===== config.mk =====
export PLATFORM = sky130hd
export DESIGN_NAME = fetch_decode_ctrl_flat
export DESIGN_NICKNAME = d
export VERILOG_FILES = /design/src/rtl/fetch_decode_ctrl_if.sv /design/src/rtl/fetch_decode_ctrl.sv /design/src/flat_wrapper.sv
export SDC_FILE = /design/constraint.sdc
export NUM_CORES = 1
export LEC_CHECK = 0
export ABC_AREA = 1
export BUFFER_PORTS_ARGS = -buffer_cell sky130_fd_sc_hd__buf_2
export CAP_MARGIN = 20
export CELL_PAD_IN_SITES_DETAIL_PLACEMENT = 0
export CELL_PAD_IN_SITES_GLOBAL_PLACEMENT = 1
export CORE_ASPECT_RATIO = 1.1
export CORE_MARGIN = 2
export CORE_UTILIZATION = 33
export CTS_CLUSTER_DIAMETER = 100
export DETAILED_ROUTE_END_ITERATION = 8
export PLACE_DENSITY = 0.74
export SYNTH_ARGS = -nofsm -noshare
export SYNTH_HDL_FRONTEND = slang
export SYNTH_SLANG_ARGS = --single-unit

===== constraint.sdc =====
create_clock -name clk -period 1.5 [get_ports clk]
set_clock_uncertainty 0.15 [all_clocks]
set_input_delay 0.15 -clock clk [delete_from_list [all_inputs] [get_ports clk]]
set_output_delay 0.15 -clock clk [all_outputs]
set_load 0.02 [all_outputs]

===== src/rtl/fetch_decode_ctrl_if.sv =====
// Bus between fetch_decode_ctrl and the rest of the simple processor.
// SINGLE_STEP_EN adds the step request input.
interface fetch_decode_ctrl_if #(
  parameter int IW  = 12,
  parameter int RAW = 3,
  parameter int DAW = 4
);
  logic           run;
`ifdef SINGLE_STEP_EN
  logic           step;
`endif
  logic [IW-1:0]  instr_in;
  logic           pc_ld;
  logic [IW-1:0]  ir;
  logic           rf_wr_en;
  logic [RAW-1:0] rf_wr_addr;
  logic [RAW-1:0] rf_rd_addr_a;
  logic [RAW-1:0] rf_rd_addr_b;
  logic           dm_wr_en;
  logic [DAW-1:0] dm_addr;
  logic           wb_sel;
  logic [1:0]     alu_op;
  logic           halted;
  logic [2:0]     state;

  modport master (
`ifdef SINGLE_STEP_EN
    input  step,
`endif
    input  run, instr_in,
    output pc_ld, ir, rf_wr_en, rf_wr_addr, rf_rd_addr_a, rf_rd_addr_b,
           dm_wr_en, dm_addr, wb_sel, alu_op, halted, state
  );

  modport slave (
`ifdef SINGLE_STEP_EN
    output step,
`endif
    output run, instr_in,
    input  pc_ld, ir, rf_wr_en, rf_wr_addr, rf_rd_addr_a, rf_rd_addr_b,
           dm_wr_en, dm_addr, wb_sel, alu_op, halted, state
  );
endinterface


===== src/rtl/fetch_decode_ctrl.sv =====
// Fetch/decode/execute control FSM with fully registered (Moore) outputs.
// Optional SINGLE_STEP_EN: one instruction per synchronised step rising edge.
module fetch_decode_ctrl #(
  parameter int IW  = 12,
  parameter int RAW = 3,
  parameter int DAW = 4
) (
  input  logic clk,
  input  logic rst,
  fetch_decode_ctrl_if.master bus
);
  typedef enum logic [2:0] {
    IDLE   = 3'd0,
    FETCH  = 3'd1,
    DECODE = 3'd2,
    EXEC   = 3'd3,
    HALT   = 3'd4
  } state_e;

  localparam logic [2:0] OP_LOAD  = 3'b000;
  localparam logic [2:0] OP_STORE = 3'b001;
  localparam logic [2:0] OP_ADD   = 3'b010;
  localparam logic [2:0] OP_SUB   = 3'b011;
  localparam logic [2:0] OP_HALT  = 3'b111;

  state_e         state_q;
  logic [IW-1:0]  ir_q;
  logic           pc_ld_q, rf_wr_en_q, dm_wr_en_q, wb_sel_q, halted_q;
  logic [RAW-1:0] rf_wr_addr_q, rf_rd_addr_a_q, rf_rd_addr_b_q;
  logic [DAW-1:0] dm_addr_q;
  logic [1:0]     alu_op_q;
  logic [2:0]     op;
  logic           go;
  state_e         exec_next;

  assign op = ir_q[IW-1 -: 3];

`ifdef SINGLE_STEP_EN
  logic [1:0] step_sync_q;
  logic       step_prev_q;
  logic [1:0] busy_q;

  // busy_q tracks the synchroniser so an edge that arrived while the FSM was
  // busy is dropped even if it only surfaces after the return to IDLE.
  always_ff @(posedge clk) begin
    if (rst) begin
      step_sync_q <= '0;
      step_prev_q <= 1'b0;
      busy_q      <= '0;
    end else begin
      step_sync_q <= {step_sync_q[0], bus.step};
      step_prev_q <= step_sync_q[1];
      busy_q      <= {busy_q[0], state_q != IDLE};
    end
  end

  assign go        = bus.run & step_sync_q[1] & ~step_prev_q & ~busy_q[1];
  assign exec_next = IDLE;
`else
  assign go        = bus.run;
  assign exec_next = bus.run ? FETCH : IDLE;
`endif

  always_ff @(posedge clk) begin
    if (rst) begin
      state_q        <= IDLE;
      ir_q           <= '0;
      pc_ld_q        <= 1'b0;
      rf_wr_en_q     <= 1'b0;
      dm_wr_en_q     <= 1'b0;
      wb_sel_q       <= 1'b0;
      halted_q       <= 1'b0;
      rf_wr_addr_q   <= '0;
      rf_rd_addr_a_q <= '0;
      rf_rd_addr_b_q <= '0;
      dm_addr_q      <= '0;
      alu_op_q       <= 2'b00;
    end else begin
      case (state_q)
        IDLE: if (go) state_q <= FETCH;
        FETCH: begin
          ir_q    <= bus.instr_in;
          state_q <= DECODE;
        end
        DECODE: begin
          rf_wr_addr_q   <= ir_q[6 +: RAW];
          // STORE reads its source register through port A
          rf_rd_addr_a_q <= (op == OP_STORE) ? ir_q[6 +: RAW] : ir_q[3 +: RAW];
          rf_rd_addr_b_q <= ir_q[0 +: RAW];
          dm_addr_q      <= ir_q[0 +: DAW];
          wb_sel_q       <= (op == OP_ADD) || (op == OP_SUB);
          alu_op_q       <= (op == OP_ADD) ? 2'b01 : (op == OP_SUB) ? 2'b10 : 2'b00;
          rf_wr_en_q     <= (op == OP_LOAD) || (op == OP_ADD) || (op == OP_SUB);
          dm_wr_en_q     <= (op == OP_STORE);
          if (op == OP_HALT) begin
            halted_q <= 1'b1;
            state_q  <= HALT;
          end else begin
            pc_ld_q  <= 1'b1;
            state_q  <= EXEC;
          end
        end
        EXEC: begin
          pc_ld_q    <= 1'b0;
          rf_wr_en_q <= 1'b0;
          dm_wr_en_q <= 1'b0;
          state_q    <= exec_next;
        end
        HALT:    state_q <= HALT;
        default: state_q <= IDLE;
      endcase
    end
  end

  assign bus.pc_ld        = pc_ld_q;
  assign bus.ir           = ir_q;
  assign bus.rf_wr_en     = rf_wr_en_q;
  assign bus.rf_wr_addr   = rf_wr_addr_q;
  assign bus.rf_rd_addr_a = rf_rd_addr_a_q;
  assign bus.rf_rd_addr_b = rf_rd_addr_b_q;
  assign bus.dm_wr_en     = dm_wr_en_q;
  assign bus.dm_addr      = dm_addr_q;
  assign bus.wb_sel       = wb_sel_q;
  assign bus.alu_op       = alu_op_q;
  assign bus.halted       = halted_q;
  assign bus.state        = state_q;
endmodule


===== src/flat_wrapper.sv =====
// flat-port wrapper written by rule: the top's interface ports become plain ports
module fetch_decode_ctrl_flat 
#(
  parameter int IW  = 12,
  parameter int RAW = 3,
  parameter int DAW = 4
)
  (clk, rst, bus_run, bus_instr_in, bus_pc_ld, bus_ir, bus_rf_wr_en, bus_rf_wr_addr, bus_rf_rd_addr_a, bus_rf_rd_addr_b, bus_dm_wr_en, bus_dm_addr, bus_wb_sel, bus_alu_op, bus_halted, bus_state);
  fetch_decode_ctrl_if #(.IW(IW), .RAW(RAW), .DAW(DAW)) bus_i ();
  input  logic clk;
  input  logic rst;
  input wire logic [$bits(bus_i.run)-1:0] bus_run;
  input wire logic [$bits(bus_i.instr_in)-1:0] bus_instr_in;
  output wire logic [$bits(bus_i.pc_ld)-1:0] bus_pc_ld;
  output wire logic [$bits(bus_i.ir)-1:0] bus_ir;
  output wire logic [$bits(bus_i.rf_wr_en)-1:0] bus_rf_wr_en;
  output wire logic [$bits(bus_i.rf_wr_addr)-1:0] bus_rf_wr_addr;
  output wire logic [$bits(bus_i.rf_rd_addr_a)-1:0] bus_rf_rd_addr_a;
  output wire logic [$bits(bus_i.rf_rd_addr_b)-1:0] bus_rf_rd_addr_b;
  output wire logic [$bits(bus_i.dm_wr_en)-1:0] bus_dm_wr_en;
  output wire logic [$bits(bus_i.dm_addr)-1:0] bus_dm_addr;
  output wire logic [$bits(bus_i.wb_sel)-1:0] bus_wb_sel;
  output wire logic [$bits(bus_i.alu_op)-1:0] bus_alu_op;
  output wire logic [$bits(bus_i.halted)-1:0] bus_halted;
  output wire logic [$bits(bus_i.state)-1:0] bus_state;
  assign bus_i.run = bus_run;
  assign bus_i.instr_in = bus_instr_in;
  assign bus_pc_ld = bus_i.pc_ld;
  assign bus_ir = bus_i.ir;
  assign bus_rf_wr_en = bus_i.rf_wr_en;
  assign bus_rf_wr_addr = bus_i.rf_wr_addr;
  assign bus_rf_rd_addr_a = bus_i.rf_rd_addr_a;
  assign bus_rf_rd_addr_b = bus_i.rf_rd_addr_b;
  assign bus_dm_wr_en = bus_i.dm_wr_en;
  assign bus_dm_addr = bus_i.dm_addr;
  assign bus_wb_sel = bus_i.wb_sel;
  assign bus_alu_op = bus_i.alu_op;
  assign bus_halted = bus_i.halted;
  assign bus_state = bus_i.state;
  fetch_decode_ctrl #(.IW(IW), .RAW(RAW), .DAW(DAW)) u_core (.clk(clk), .rst(rst), .bus(bus_i));
endmodule

**Word level (Yosys, flattened, before mapping)**

Cells that the tools add are included.

- Latch bits: 0
- Bits in writable memories: 0
- Output and inout port bits: 35
- ROM bits: 0
- Memories: 0
- Input port bits: 15
- Logic and storage cells: 41
- Register bits after elaboration: 35

- Add/sub/neg operators: 0
- $mul: 0
- Bitwise logic cells: 0
- Multiplexer cells: 11
- Div/mod/pow operators: 0
- Shifts and indexed selects: 0
- Magnitude comparators: 0
- Reductions and logical operators: 8
- Equality and inequality tests: 10

Operator list:

| operator | count |
|---|---|
| case mux 3 bit (5 select lines) | 1 |
| equality test 3 x 2 -> 1 bit (second input constant) | 4 |
| two-way mux 3 bit | 3 |
| equality test 3 x 1 -> 1 bit (second input constant) | 2 |
| equality test 3 bit (second input constant) | 2 |
| logical NOT 3 bit | 2 |
| case mux 1 bit (2 select lines) | 3 |
| two-way mux 2 bit | 2 |
| inequality test 2 bit (second input constant) | 2 |
| AND reduction 2 bit | 2 |
| logical OR 1 bit | 3 |
| two-way mux 1 bit | 2 |
| nonzero test 2 bit | 1 |

**Logic depth before layout (Yosys ltp)**

Gate-level depths: netlist of run 1.

- Depth after elaboration: 4
- Mapped depth: 8
- Depth with buffers taken out: 7

**Least setup slack after synthesis of run 1**

No wires, ideal clock.

- Path type: flip-flop to flip-flop
- Start point: reg u_core.state_q[0] (netlist: u_core.bus.state[0])
- End point: reg u_core.ir_q[0] (netlist: u_core.bus.ir[0])
- Path slack: 73 ps
- Required time: 1231 ps
- Cell stages (with the launch flop): 7
- Period minus slack after synthesis: 1427 ps
- Buffers on the path: 1
- Arrival: 1158 ps
- Library setup time: 119 ps
- Cell sequence: dfxtp_1 > inv_1 > nor2_4 > nand2_1 > buf_4 > o21ai_0 > a21oi_1

- Longest elaborated chain between the ends: 1

RTL lines:

| element | line | source |
|---|---|---|
| start: declaration | fetch_decode_ctrl.sv:26 | `state_e state_q;` |
| start signal: assignment | fetch_decode_ctrl.sv:107 | `state_q <= exec_next;` |
| equality test 3 x 1 -> 1 bit | fetch_decode_ctrl.sv:79 | `case (state_q)` |
| end signal: assignment | fetch_decode_ctrl.sv:82 | `ir_q <= bus.instr_in;` |
| end: declaration | fetch_decode_ctrl.sv:27 | `logic [IW-1:0] ir_q;` |

Every way passes these cells.
A chain may end at the register's enable or synchronous reset.

**Worst setup path in the final report of run 1**

- Start point: reg u_core.state_q[1] (netlist: u_core.bus.state[1])
- End point: reg u_core.rf_wr_addr_q[2] (netlist: u_core.bus.rf_wr_addr[2])

- Longest elaborated chain between the ends: 1

RTL lines:

| element | line | source |
|---|---|---|
| equality test 3 x 2 -> 1 bit | fetch_decode_ctrl.sv:79 |  |
| end signal: assignment | fetch_decode_ctrl.sv:86 | `rf_wr_addr_q <= ir_q[6 +: RAW];` |
| end: declaration | fetch_decode_ctrl.sv:29 | `logic [RAW-1:0] rf_wr_addr_q, rf_rd_addr_a_q, rf_rd_addr_b_q;` |

Every way passes these cells.

==> summary.md, run 1 <==
| Metric | Value |
|---|---|
| Via density | `4.58` |
| GRT Total Usage | `between 10% and 20%` |
| Port Buffers | `49` |
| Vias in the first global route | `roughly 1200` |
| Max Cap Viol | `0` |
| Die width | `63.0 µm` |
| CP delay by family, top | `flip-flops` |
| Failing checks | `hold timing` |
| Total grt overflow | `0` |
| WP data required | `1.56 ns` |
| Dpl hpwl | `2260 µm` |
| Drt pass-1 iters | `4` |
| Max Root-Sink Buffers | `2` |
| Slew margin rel. | `between 70% and 80%` |
| CTS Sinks | `32` |
| DRC violations left | `0` |
| Pin count of the biggest net entering global routing | `23` |
| Chip height | `68.9 µm` |
| Synth Cell Area | `1260 µm²` |
| Status | `complete, but fails checks` |
| Post-synth cell types | `22` |
| First-pass GRT wire length | `5000 µm` |
| Setup Viol. Count Final | `0` |
| CTS tree | `yes` |
| Peak supply drop | `just under 0.9 mV` |
| WL/cell | `11.5 µm` |
| Starting Density | `34.6%` |
| RSZ-0062 raised after global routing | `no` |
| Initial DRC count | `73` |
| Initial antenna violation count | `0` |
| CP arrival | `1.42 ns` |
| Setup Fix Bufs, Post-CTS | `0` |
| DRT antenna net count | `0` |
| Wirelength, routed | `3030 µm` |
| YS warnings | `0` |
| Worst Path Class, Setup | `flip-flop to flip-flop` |
| Synth Net Count | `173` |
| Final Instance Count excl. Fillers | `263` |
| EDFF count, synth | `0` |
| Std cell rows | `23` |
| Via count | `1205` |
| Critical path's slowest cell | `dfxtp_1` |
| Core area | `roughly 3700 µm²` |
| Most frequent cells in the layout | `buf_2 (49), dfxtp_1 (31), a21oi_1 (29)` |
| Crit start category | `flip-flop` |
| Mapped Cells | `158` |
| Fraction of layout cells with a size suffix above 1 | `33.8%` |
| Crit path largest cell delay | `slightly above 0.5 ns` |
| Fillers | `390` |
| Crit path max fanout | `12` |
| Sequential area share after synthesis | `about half` |
| Avg Inst Size Synth | `8.01 µm²` |
| Number of synthesized register bits | `32` |
| Setup Slack @ Placement | `0.130 ns` |
| CTS clk-pin slew, worst paths | `0.07 ns` |
| Min Tclk post-route | `1.37 ns` |
| Period utilisation layout | `91.1%` |
| Pwr Density | `1460 nW/µm²` |
| Clock Latency Late Sink | `~0.28 ns` |
| Most common cell after layout, fill and taps aside | `buf_2` |
| Post-Place Cells | `252` |
| Area Overhead vs Synth | `34.0%` |
| Routability cong. | `0.770` |
| # IOs | `50` |
| Buf/Inv on CP | `1` |
| Nets | `227` |
| Worst path cell trace | `nand2_2 -> nor2_4 -> buf_4 -> o21ai_1 -> a21oi_1` |
| P_leak | `0.000784 µW` |
| HP Class | `input port to flip-flop` |
| CP Capture Type | `flip-flop` |
| Post-synth ARST share | `0%` |
| Hold Fails Final Rpt | `1` |
| WHS | `-0.00367 ns` |
| Fmax achieved | `0.732 GHz` |
| Htree depth | `2` |
| Die area | `4340 µm²` |
| Post-synth top flop | `dfxtp_1` |
| Root Buffer | `clkbuf_8` |
| Final worst setup slack | `0.134 ns` |
| Worst-Margin Slew | `around 0.44 ns` |
| CTS buffer count | `5` |
| # diodes | `0` |
| Max-slew violation count | `0` |
| Setup TNS | `0 ns` |
==> worst register-to-register path: stages, from the launching register on <==
cell and delay (ns):
dfxtp_1 0.51, nand2_2 0.11, nor2_4 0.13, buf_4 0.20
o21ai_1 0.07, a21oi_1 0.12
==> metal layers <==
metal  GRT usage, %  wire [µm]
met1           16.2       1320
met2           27.5       1470
met3           4.55        217
met4           6.67         25
met5              0          0
==> layout make-up <==
cell class / instances / area (µm²) / share of cell area (%)
timing repair buffer: 57 / 325 / 19.2
clock buffer: 5 / 68.8 / 4.06
clock inverter: 3 / 42.5 / 2.51
sequential: 32 / 642 / 37.9
tap: 50 / 62.6 / 3.69
inverter: 18 / 68.8 / 4.06
multi-input combinational: 98 / 485 / 28.6
==> per-stage QoR <==
| stage | hold slack [ns] | power [µW] | utilization (%) | area [µm²] |
|---|---|---|---|---|
| 6_report | -0.00367 | 2480 | 46.4 | 1700 |
| 5_1_grt | 0.0229 | 2620 | 46.4 | 1700 |
| 4_1_cts | 0.00115 | 2510 | 46.4 | 1690 |
| 3_5_place_dp | 0.292 | 1690 | 42.5 | 1550 |
| 3_3_place_gp | 0.279 | 1680 | 42.5 | 1550 |
| 2_1_floorplan | 0.165 | 1490 | - | 1260 |
==> final timing paths <==
kind	startpoint	to	slack, ns	depth (start not counted)
setup / recovery	u_core.bus.state[1]	u_core.bus.rf_wr_addr[2]	0.13	5
hold / removal	bus_instr_in[11]	u_core.bus.ir[11]	-0.004	3
setup reg to reg	u_core.bus.state[1]	u_core.bus.rf_wr_addr[2]	0.13	5
hold reg to reg	u_core.bus.halted	u_core.bus.halted	0.30	2
==> synth_stat cells (2+ instances only) <==
master,instances,area share [%]
a21oi_1,29,11
a21oi_2,2,1.4
buf_2,2,0.79
buf_4,4,2.4
buf_6,2,1.8
clkbuf_1,2,0.59
dfxtp_1,32,51
inv_1,15,4.5
inv_2,2,0.59
nand2_1,23,6.8
nand3_1,7,2.8
nand4_1,3,1.5
nor2_1,8,2.4
nor2_4,2,1.8
nor3_1,2,0.79
o21ai_0,12,4.7
o21ai_1,6,2.4
==> what timing repair did <==
item / 4_1_cts / 5_1_grt
hold buffers: 3 / 0
resized for setup: 0 / 1
endpoints found under the hold margin: 3 / 0
endpoints found under the setup margin: 0 / 2
==> report_power, final <==
group          switching [µW]  leakage [µW]  internal, µW  total, µW
clock                     319     0.0000541           491        810
combinational             408      0.000468           226        635
sequential               81.2      0.000262           957       1040
total                     808      0.000784          1670       2480
==> cell families after synthesis <==
kind of cell	count (synthesis)	share of synthesized area (%)
compound gates	50	20.6
buf+inv	28	11.0
simple gates	48	17.8
flops	32	50.6
==> state kept, by name, summed over array words and instances, names as in the netlist, 2 cells and up <==
name and flops:
u_core.bus.dm_addr 4, u_core.bus.rf_rd_addr_a 3, u_core.bus.state 3, u_core.bus.rf_wr_addr 3, u_core.bus.alu_op 2, u_core.bus.ir 12
(Power assumes the default switching activity.)
==> inputs of run 2 (changes only) <==
--- a/config.mk
+++ b/config.mk
@@ -11,7 +11,7 @@
 export CELL_PAD_IN_SITES_DETAIL_PLACEMENT = 0
 export CELL_PAD_IN_SITES_GLOBAL_PLACEMENT = 1
 export CORE_ASPECT_RATIO = 1.1
-export CORE_MARGIN = 2
+export CORE_MARGIN = 1.5
 export CORE_UTILIZATION = 33
 export CTS_CLUSTER_DIAMETER = 100
 export DETAILED_ROUTE_END_ITERATION = 8
==> summary.md, run 2 (same netlist as run 1, synthesis figures left out) <==
| Metric | Value |
|---|---|
| Routability cong. | `0.777 (+0.96%)` |
| Initial DRC count | `28 (-62%)` |
| # IOs | `50 (unchanged)` |
| CTS clk-pin slew, worst paths | `0.06 ns (about the same)` |
| Pwr Density | `1390 nW/µm² (-5.3%)` |
| CTS tree | `yes` |
| Crit start category | `flip-flop` |
| P_leak | `0.000784 µW (about the same)` |
| CP arrival | `1.41 ns (about the same)` |
| WP data required | `1.51 ns (-0.05 ns)` |
| Worst-Margin Slew | `0.432 ns (-0.00369 ns)` |
| Peak supply drop | `0.662 mV (-26%)` |
| Max-slew violation count | `0 (unchanged)` |
| Crit path max fanout | `19 (+7)` |
| CP Capture Type | `flip-flop` |
| Most frequent cells in the layout | `buf_2 (49), dfxtp_1 (31), a21oi_1 (29)` |
| Fraction of layout cells with a size suffix above 1 | `32.7% (-1.1 points)` |
| Clock Latency Late Sink | `0.28 ns (about the same)` |
| Max Cap Viol | `0 (unchanged)` |
| Fmax achieved | `0.718 GHz (-1.8%)` |
| DRT antenna net count | `0 (unchanged)` |
| Vias in the first global route | `1102 (-5.0%)` |
| Port Buffers | `49 (unchanged)` |
| Root Buffer | `clkbuf_8` |
| CTS buffer count | `5 (unchanged)` |
| Die width | `62.0 µm (-1.6%)` |
| Most common cell after layout, fill and taps aside | `buf_2` |
| Setup Fix Bufs, Post-CTS | `0 (unchanged)` |
| Area Overhead vs Synth | `34.1% (about the same)` |
| WL/cell | `11.4 µm (-1.0%)` |
| CTS Sinks | `32 (unchanged)` |
| Via count | `1207 (+0.17%)` |
| Setup Viol. Count Final | `0 (unchanged)` |
| Drt pass-1 iters | `4 (unchanged)` |
| Pin count of the biggest net entering global routing | `20 (-13%)` |
| DRC violations left | `0 (unchanged)` |
| HP Class | `input port to flip-flop` |
| Dpl hpwl | `2210 µm (-2.2%)` |
| WHS | `-0.00201 ns (+0.00166 ns)` |
| Setup TNS | `0 ns (unchanged)` |
| Htree depth | `2 (unchanged)` |
| Status | `complete, but fails checks` |
| Failing checks | `hold timing` |
| Worst Path Class, Setup | `flip-flop to flip-flop` |
| Slew margin rel. | `71.1% (+0.25 points)` |
| Period utilisation layout | `92.8% (+1.7 points)` |
| Nets | `228 (+0.44%)` |
| Starting Density | `34.6% (unchanged)` |
| Max Root-Sink Buffers | `2 (unchanged)` |
| RSZ-0062 raised after global routing | `no` |
| Core area | `3650 µm² (unchanged)` |
| Min Tclk post-route | `1.39 ns (+0.0256 ns)` |
| Wirelength, routed | `3010 µm (-0.66%)` |
| First-pass GRT wire length | `4720 µm (-5.7%)` |
| Final Instance Count excl. Fillers | `264 (+0.38%)` |
| Initial antenna violation count | `0 (unchanged)` |
| Via density | `4.57 (-0.21%)` |
| Std cell rows | `23 (unchanged)` |
| Max reg flops | `12 (unchanged)` |
| # diodes | `0 (unchanged)` |
| Post-Place Cells | `252 (unchanged)` |
| Chip height | `67.9 µm (-1.5%)` |
| Placed cell areas | `1570 µm² (+0.81%)` |
| Final Cell Area | `1700 µm² (about the same)` |
| GRT Total Usage | `15.4% (+0.38 points)` |
| Die area | `4210 µm² (-3.0%)` |
| Total grt overflow | `0 (unchanged)` |
| Hold Fails Final Rpt | `1 (unchanged)` |
run 2: path summary, 6_finish.rpt:
kind | start | end | slack (ns) | depth (start not counted)
setup reg to reg | u_core.bus.state[0] | u_core.bus.ir[9] | 0.11 | 6
setup / recovery | u_core.bus.state[0] | u_core.bus.ir[9] | 0.11 | 6
hold / removal | bus_instr_in[4] | u_core.bus.ir[4] | -0.002 | 3
hold reg to reg | u_core.bus.halted | u_core.bus.halted | 0.30 | 2
run 2: critical path, cell delays in order, from the launching register on:
cell     delay [ns]
dfxtp_1        0.33
inv_1          0.10
nor2_4         0.12
nand2_1        0.15
buf_12         0.19
o21ai_0        0.17
a21oi_1        0.06
run 2: layout make-up:
| class | instances | area [µm²] |
|---|---|---|
| flip-flops and latches | 32 | 642 |
| well taps | 50 | 62.6 |
| inverters | 18 | 68.8 |
| repair buffers | 58 | 348 |
| clock buffers | 8 | 90.1 |
| fillers | 384 | 1960 |
| multi-input cells | 98 | 485 |
run 2: power breakdown:
group | switching, µW | total (µW) | internal [µW]
clock network | 295 | 669 | 374
registers | 78.0 | 1040 | 957
logic | 414 | 648 | 234
run 2: per-stage QoR:
stage / utilization [%] / total power [µW] / hold WS [ns] / setup WS, ns
global route: 46.4 / 2500 / 0.0118 / 0.00420
global placement: 42.8 / 1690 / 0.277 / 0.122
finish: 46.4 / 2350 / -0.00201 / 0.108
floorplan: - / 1490 / 0.165 / 0.0728
CTS: 46.4 / 2380 / 0.00121 / 0.0796
detailed placement: 42.8 / 1700 / 0.289 / 0.104
run 2: what timing repair did:
| item | in CTS | in global routing |
|---|---|---|
| hold endpoints to repair | 4 | 0 |
| resized for setup | 0 | 1 |
| setup endpoints to repair | 0 | 2 |
| hold buffers | 4 | 0 |
run 2: per-layer routing:
layer  global-route usage (%)  share of wire [%]  up-vias
li1                         -                  -      629
met1                     19.2                 49      525
met2                     23.3                 43       46
met3                     6.05                6.2        7
met4                     6.38                1.7        0
met5                        0                  0        -
==> inputs of run 3 (changes only) <==
--- a/config.mk
+++ b/config.mk
@@ -11,7 +11,7 @@
 export CELL_PAD_IN_SITES_DETAIL_PLACEMENT = 0
 export CELL_PAD_IN_SITES_GLOBAL_PLACEMENT = 1
 export CORE_ASPECT_RATIO = 1.1
-export CORE_MARGIN = 1.5
+export CORE_MARGIN = 3
 export CORE_UTILIZATION = 33
 export CTS_CLUSTER_DIAMETER = 100
 export DETAILED_ROUTE_END_ITERATION = 8
==> summary.md, run 3 (same netlist as run 1, synthesis figures left out) <==
| Metric | Value |
|---|---|
| Status | `finished clean` |
| Port Buffers | `49 (unchanged)` |
| Clock Latency Late Sink | `0.33 ns (+0.05 ns)` |
| Htree depth | `2 (unchanged)` |
| Hold Fails Final Rpt | `0 (-1)` |
| Max Root-Sink Buffers | `2 (unchanged)` |
| WL/cell | `11.9 µm (+4.2%)` |
| Core area | `3500 µm² (-4.3%)` |
| Die width | `65.0 µm (+4.8%)` |
| Max-slew violation count | `0 (unchanged)` |
| # diodes | `0 (unchanged)` |
| Crit start category | `flip-flop` |
| Crit path largest cell delay | `0.35 ns (+0.02 ns)` |
| Fraction of layout cells with a size suffix above 1 | `32.3% (-0.42 points)` |
| CP Capture Type | `flip-flop` |
| Die area | `4610 µm² (+9.5%)` |
| Max Cap Viol | `0 (unchanged)` |
| Initial DRC count | `61 (+120%)` |
| P_leak | `0.000801 µW (+2.2%)` |
| DRT antenna net count | `0 (unchanged)` |
| Chip height | `70.9 µm (+4.4%)` |
| Via count | `1260 (+4.4%)` |
| Fmax achieved | `0.721 GHz (+0.29%)` |
| Min Tclk post-route | `1.39 ns (-0.00408 ns)` |
| Drt pass-1 iters | `4 (unchanged)` |
| Nets | `237 (+3.9%)` |
| First-pass GRT wire length | `5390 µm (+14%)` |
| Max reg flops | `12 (unchanged)` |
| Worst Path Class, Setup | `flip-flop to flip-flop` |
| Period utilisation layout | `92.5% (-0.27 points)` |
| Hold Startpoint | `rst` |
| Area Overhead vs Synth | `37.1%` |
| Worst-Margin Slew | `0.445 ns (+0.0126 ns)` |
| Wirelength, routed | `3220 µm (+7.0%)` |
| Critical Path Source | `u_core.bus.state[0]` |
| CTS Sinks | `32 (unchanged)` |
| Initial antenna violation count | `0 (unchanged)` |
| Most common cell after layout, fill and taps aside | `buf_2` |
| WHS | `0.0345 ns (+0.0365 ns)` |
| Critical path's slowest cell | `dfxtp_2` |
| Fillers | `366 (-4.7%)` |
| Root Buffer | `clkbuf_4` |
| # IOs | `50 (unchanged)` |
| Pin count of the biggest net entering global routing | `17 (-15%)` |
| RR Startpoint | `u_core.bus.state[0]` |
| Dpl hpwl | `2310 µm (+4.5%)` |
| CTS buffer count | `5 (unchanged)` |
| CTS clk-pin slew, worst paths | `0.10 ns (+0.04 ns)` |
| RSZ-0062 raised after global routing | `no` |
| CTS tree | `yes` |
| Starting Density | `36.2% (+1.6 points)` |
| Setup Viol. Count Final | `0 (unchanged)` |
| Vias in the first global route | `1177 (+6.8%)` |
| GRT Total Usage | `15.1% (-0.27 points)` |
| Via density | `4.65 (+1.7%)` |
| Pwr Density | `1270 nW/µm² (-8.5%)` |
| Routability cong. | `0.799 (+2.8%)` |
| CP arrival | `1.49 ns (+0.08 ns)` |
| Std cell rows | `22 (-4.3%)` |
| Setup TNS | `0 ns (unchanged)` |
| HP Class | `input port to flip-flop` |
| DRC violations left | `0 (unchanged)` |
| WP data required | `1.60 ns (+0.09 ns)` |
| Crit path max fanout | `12 (-7)` |
| Most frequent cells in the layout | `buf_2 (49), dfxtp_1 (30), a21oi_1 (29)` |
| Slew margin rel. | `70.3% (-0.84 points)` |
| Total grt overflow | `0 (unchanged)` |
| Final core occ | `49.6% (+3.2 points)` |
| Peak supply drop | `0.724 mV (+9.3%)` |
| Worst path cell trace | `inv_1 -> nand2_2 -> nor2_4 -> buf_4 -> o21ai_1 -> a21oi_1` |
-- run 3: worst max-delay path: cells and delay by family, from the launching register on --
kind / cells / cell delay (ns)
compound gates: 2 / 0.23
flops: 1 / 0.35
buf+inv: 2 / 0.37
simple gates: 2 / 0.20
-- run 3: path summary, 6_finish.rpt --
| check | cells after the start | endpoint | slack (ns) |
|---|---|---|---|
| max | 6 | u_core.bus.rf_wr_addr[1] | 0.11 |
| min reg2reg | 2 | u_core.bus.halted | 0.31 |
| max reg2reg | 6 | u_core.bus.rf_wr_addr[1] | 0.11 |
| min | 3 | u_core.bus.rf_wr_en | 0.03 |
-- run 3: layer usage --
layer / vias up / track usage, % / wire length, µm
met3: 6 / 6.03 / 295
met4: 0 / 4.15 / 40
li1: 648 / - / -
met2: 47 / 25.1 / 1490
met5: - / 0 / 0
met1: 559 / 18.0 / 1400
-- run 3: what timing repair did --
| item | CTS | global route |
|---|---|---|
| hold buffers | 12 | 0 |
| hold endpoints to repair | 12 | 0 |
| gates resized for setup | 0 | 3 |
| endpoints found under the setup margin | 0 | 8 |
| buffers inserted | 0 | 0 |
-- run 3: per-stage QoR --
stage | total power, µW | worst slack (ns) | cell area [µm²] | std cells
3_3_place_gp | 1670 | 0.128 | 1550 | 251
3_5_place_dp | 1680 | 0.116 | 1550 | 251
4_1_cts | 2220 | 0.0947 | 1720 | 271
5_1_grt | 2360 | 0.00601 | 1730 | 271
2_1_floorplan | 1490 | 0.0728 | 1260 | 158
6_report | 2200 | 0.112 | 1730 | 271
-- run 3: power breakdown --
part / switching [µW] / internal, µW
Sequential: 84.4 / 957
Combinational: 412 / 233
Clock: 283 / 231
-- run 3: final cells by class --
class / count / area, µm² / share of cell area (%)
multi-input combinational: 98 / 493 / 28.4
tap: 48 / 60.1 / 3.46
inverter: 18 / 68.8 / 3.97
clock buffer: 8 / 58.8 / 3.39
timing repair buffer: 67 / 410 / 23.7
sequential: 32 / 643 / 37.1
